===== src/rtl/timer_logic.sv =====
// rtl/timer_logic.sv - down-counting timer core; TIMER_AUTO_RELOAD_EN selects periodic mode
// Priority per edge: stop > start > decrement; all outputs are registered.
module timer_logic #(
  parameter int WIDTH = 32
) (
  input  logic             clk,
  input  logic             reset,
  input  logic             start,
  input  logic             stop,
  input  logic [WIDTH-1:0] load_value,
  output logic             expired,
  output logic             busy,
  output logic [WIDTH-1:0] count
);

  typedef enum logic [1:0] {
    IDLE  = 2'd0,
    RUN   = 2'd1,
    PAUSE = 2'd2
  } state_t;

  state_t           state_q, state_d;
  logic [WIDTH-1:0] count_q, count_d;
  logic             expired_q, expired_d;
  logic             busy_q, busy_d;
`ifdef TIMER_AUTO_RELOAD_EN
  logic [WIDTH-1:0] reload_q, reload_d;
`endif

  always_comb begin
    state_d   = state_q;
    count_d   = count_q;
    expired_d = 1'b0;
`ifdef TIMER_AUTO_RELOAD_EN
    reload_d  = reload_q;
`endif
    if (stop) begin
      if (state_q == RUN) state_d = PAUSE;
    end else if (start) begin
      count_d = load_value;
      state_d = RUN;
`ifdef TIMER_AUTO_RELOAD_EN
      reload_d = load_value;
`endif
    end else if (state_q == RUN) begin
      if (count_q > WIDTH'(1)) begin
        count_d = count_q - WIDTH'(1);
      end else begin
        // Terminal count: covers both the normal 1->0 step and a zero load.
        expired_d = 1'b1;
`ifdef TIMER_AUTO_RELOAD_EN
        count_d   = reload_q;
`else
        count_d   = '0;
        state_d   = IDLE;
`endif
      end
    end
    busy_d = (state_d == RUN);
  end

  always_ff @(posedge clk or posedge reset) begin
    if (reset) begin
      state_q   <= IDLE;
      count_q   <= '0;
      expired_q <= 1'b0;
      busy_q    <= 1'b0;
`ifdef TIMER_AUTO_RELOAD_EN
      reload_q  <= '0;
`endif
    end else begin
      state_q   <= state_d;
      count_q   <= count_d;
      expired_q <= expired_d;
      busy_q    <= busy_d;
`ifdef TIMER_AUTO_RELOAD_EN
      reload_q  <= reload_d;
`endif
    end
  end

  assign expired = expired_q;
  assign busy    = busy_q;
  assign count   = count_q;

endmodule


===== config.mk =====
export PLATFORM = sky130hd
export DESIGN_NAME = timer_logic
export DESIGN_NICKNAME = d
export VERILOG_FILES = /design/src/rtl/timer_logic.sv
export SDC_FILE = /design/constraint.sdc
export NUM_CORES = 1
export LEC_CHECK = 0
export CAP_MARGIN = 5
export CORE_ASPECT_RATIO = 1.25
export CORE_UTILIZATION = 51
export DETAILED_ROUTE_END_ITERATION = 8
export GPL_TIMING_DRIVEN = 0
export PLACE_DENSITY_LB_ADDON = 0.08
export SLEW_MARGIN = 20
export SYNTH_ARGS = -nofsm -noshare
export SYNTH_HDL_FRONTEND = slang
export SYNTH_SLANG_ARGS = --single-unit

===== constraint.sdc =====
create_clock -name clk -period 5.5 [get_ports clk]
set_input_delay 0.825 -clock clk [delete_from_list [all_inputs] [get_ports clk]]
set_output_delay 0.825 -clock clk [all_outputs]
set_load 0.02 [all_outputs]

==> results.json <==
{
  "status": "finished, final reports clean",
  "synth.area.top_cells": "dfrtp_1 (37%), o31ai_1 (4.9%), nand2_1 (4.8%)",
  "multi_input_area_um2": 1420,
  "yosysTopAreaCellShare_pct": 37.1,
  "cts_setup_buffers": 0,
  "startpoint_type": "input pin",
  "synth_largest_area_cell": "dfrtp_1",
  "grt_setup_unrepaired": "no",
  "hpwl_um": 5790,
  "dr_wl_met2_um": 4060,
  "slowest_stage": "clkbuf_1",
  "detail-route-antenna-nets": 0,
  "netlist_area_um2": 2430,
  "period_share_pct": 57.0,
  "wl_per_cell_um": 20.4,
  "critPathArrivalTime_ps": 3370,
  "hold_depth": 1,
  "drt_iter0_drc": 271,
  "port_buffers": 69,
  "clk_path_buf_depth": 2,
  "numCtsBuffers": 5,
  "finalHoldViolations": 0,
  "syn_avg_cell_area_um2": 8.83,
  "layout_common_cells": "clkdlybuf4s50_1 (69), dfrtp_1 (36), nand2_1 (31), nor2_1 (18)",
  "synth_edf_count": 0,
  "grt_use_total_pct": 35.5,
  "cap_violations": 0,
  "ys_async_sr_fraction_pct": 100,
  "setup_violations": 0,
  "relSlewSlack_pct": 45.7,
  "critPathCaptureType": "flip-flop",
  "routedLengthMet1_um": 3280,
  "antenna_cells": 0,
  "core_um2": 4490,
  "grt_pass1_vias": 2701,
  "r2r-end": "count[24]",
  "crit_type": "in2reg",
  "totalWireLength_um": 8360,
  "htree_levels": 2,
  "viasPerCell": 6.87,
  "synth_cells": 275,
  "crit_chain": "clkdlybuf4s50_1 > clkbuf_1 > clkinv_1 > nor2_1 > clkbuf_1 > a22oi_1 > o21ai_1 > a21o_1",
  "met3WireLength_um": 708,
  "cts.clk_slew.worst_paths_ps": 90,
  "final_common_cell": "clkdlybuf4s50_1",
  "drtPass1Iterations": 6,
  "period_needed_ps": 3130,
  "power.density_nw_per_um2": 301,
  "area.sequential_um2": 901,
  "grt_max_degree": 21,
  "utilization_pct": 74.1,
  "io_pins": 70,
  "min_from": "state_q[0]",
  "min_delay_worst_endpoint": "state_q[0]",
  "area_growth_pct": 37.2,
  "cts_root_buffer": "clkbuf_8",
  "finClkSkew_ps": 10.5,
  "drive_gt1_share_pct": 5.67,
  "clkLatencyLatePin_ps": 300,
  "yosys_warnings": 0,
  "nFillCells": 358,
  "leakagePower_nw": 1.24,
  "worstRegToRegCells": 7,
  "slowest_delay_ps": 510,
  "finalSetupTns_ps": 0,
  "ir_worst_vdd_v": 0.000178,
  "worstMarginPinSlew_ps": 808,
  "cts_tree": "done",
  "ys_seq_elements": 36,
  "r2r_start": "count[24]",
  "fmaxAchievable_mhz": 319,
  "row_count": 27,
  "drc_errors": 0,
  "yosysUniqueCellTypes": 49,
  "synth-seq-area-share_pct": 37.1,
  "gp_congestion": 0.934,
  "clock_sinks": 36,
  "synth_flop_cell": "dfrtp_1",
  "die_area_um2": 5040,
  "crit_fanout": 10,
  "dieHeight_um": 79.1,
  "grt_pass1_wl_um": 13700,
  "top_layer": "met4",
  "required_ps": 5740,
  "die_x_um": 63.7,
  "synth_nets": 313,
  "start_util_pct": 54.0,
  "grt.overflow.total": 0,
  "num_vias": 2822,
  "cts_resized": 0,
  "r2r_setup_slack_ps": 2440,
  "min_path_type": "reg2reg",
  "cp_common_cell": "clkbuf_1",
  "antenna_found_initial": 0,
  "ctsHoldBuffers": 0,
  "finalMaxSlewViolations": 0,
  "nNetsFinal": 390
}
power by group:
group | switching [mW] | leakage (nW) | internal, mW
clock network | 0.109 | 0.0541 | 0.134
registers | 0.0765 | 0.418 | 0.315
logic | 0.187 | 0.772 | 0.181
total | 0.372 | 1.24 | 0.630
how the worst max path moves through the flow:
stage | endpoint | slack, ps | from | cells after the start
detailed placement | count[15] | 2150 | start | 8
CTS | count[15] | 2450 | start | 8
finish | count[15] | 2370 | start | 8
global route | count[15] | 2270 | start | 8
global placement | count[15] | 2240 | start | 8
floorplan | count[5] | 2700 | count[24] | 7
per-layer routing:
metal	global-route usage (%)	vias to the layer above
li1	-	1249
met1	44.6	1356
met2	56.7	181
met3	6.75	36
met4	19.8	0
met5	0	-
layout make-up:
type | count | share of cell area, %
multi-input combinational | 214 | 42.7
sequential | 36 | 27.1
timing repair buffer | 70 | 21.6
buffer | 20 | 2.63
tap | 58 | 2.18
clock buffer | 5 | 2.07
clock inverter | 3 | 1.28
inverter | 5 | 0.564
critical path, delay by kind of cell:
kind	cells	cell delay (ps)
simple gates	1	250
compound gates	3	420
buf+inv	4	1890
registers in the layout (all words and copies together), names as in the netlist:
name     flops
busy         1
count       32
expired      1
state_q      2
synthesized netlist by cell type (2+ instances only):
| master | count |
|---|---|
| a211oi_1 | 4 |
| nor2_1 | 18 |
| a21o_1 | 2 |
| o41a_1 | 2 |
| o21ai_1 | 2 |
| clkbuf_1 | 15 |
| or3_1 | 16 |
| a2111oi_0 | 2 |
| inv_1 | 4 |
| a22o_1 | 8 |
| ha_1 | 2 |
| nand2b_1 | 2 |
| and3_1 | 6 |
| a221o_1 | 10 |
| o211ai_1 | 5 |
| nor4_1 | 6 |
| a22oi_1 | 3 |
| buf_2 | 4 |
| nand3_1 | 2 |
| o31ai_1 | 16 |
| dfrtp_1 | 36 |
| a211o_1 | 3 |
| nand2_1 | 31 |
| a21oi_1 | 6 |
| nor3_1 | 13 |
| o41ai_1 | 11 |
| or4_1 | 8 |
| a31o_1 | 6 |
| o21ai_0 | 7 |
| nand4_1 | 4 |
| nor4b_1 | 2 |
| o21bai_1 | 2 |
metrics by stage:
step | instance area, µm² | power, mW | setup WS, ps | hold WS [ps] | std cells
after detailed placement | 3220 | 0.758 | 2150 | 491 | 403
after floorplan | 2430 | 0.577 | 2700 | 464 | 275
final | 3330 | 1.00 | 2370 | 515 | 411
after CTS | 3330 | 0.997 | 2450 | 513 | 411
after global placement | 3190 | 0.747 | 2240 | 477 | 402
after global routing | 3330 | 1.05 | 2270 | 544 | 411
logic make-up after synthesis:
logic type               count (synthesis)  share of synthesized area [%]
adder cells (fa/ha/maj)                  2                           1.03
buffers and inverters                   25                           4.38
AO/OA/AOI/OAI                           94                           30.8
AND/OR/NAND/NOR                        117                           26.3
flip-flops                              36                           37.1
multiplexers                             1                          0.412
No activity file was read; power rests on OpenSTA's default activity.
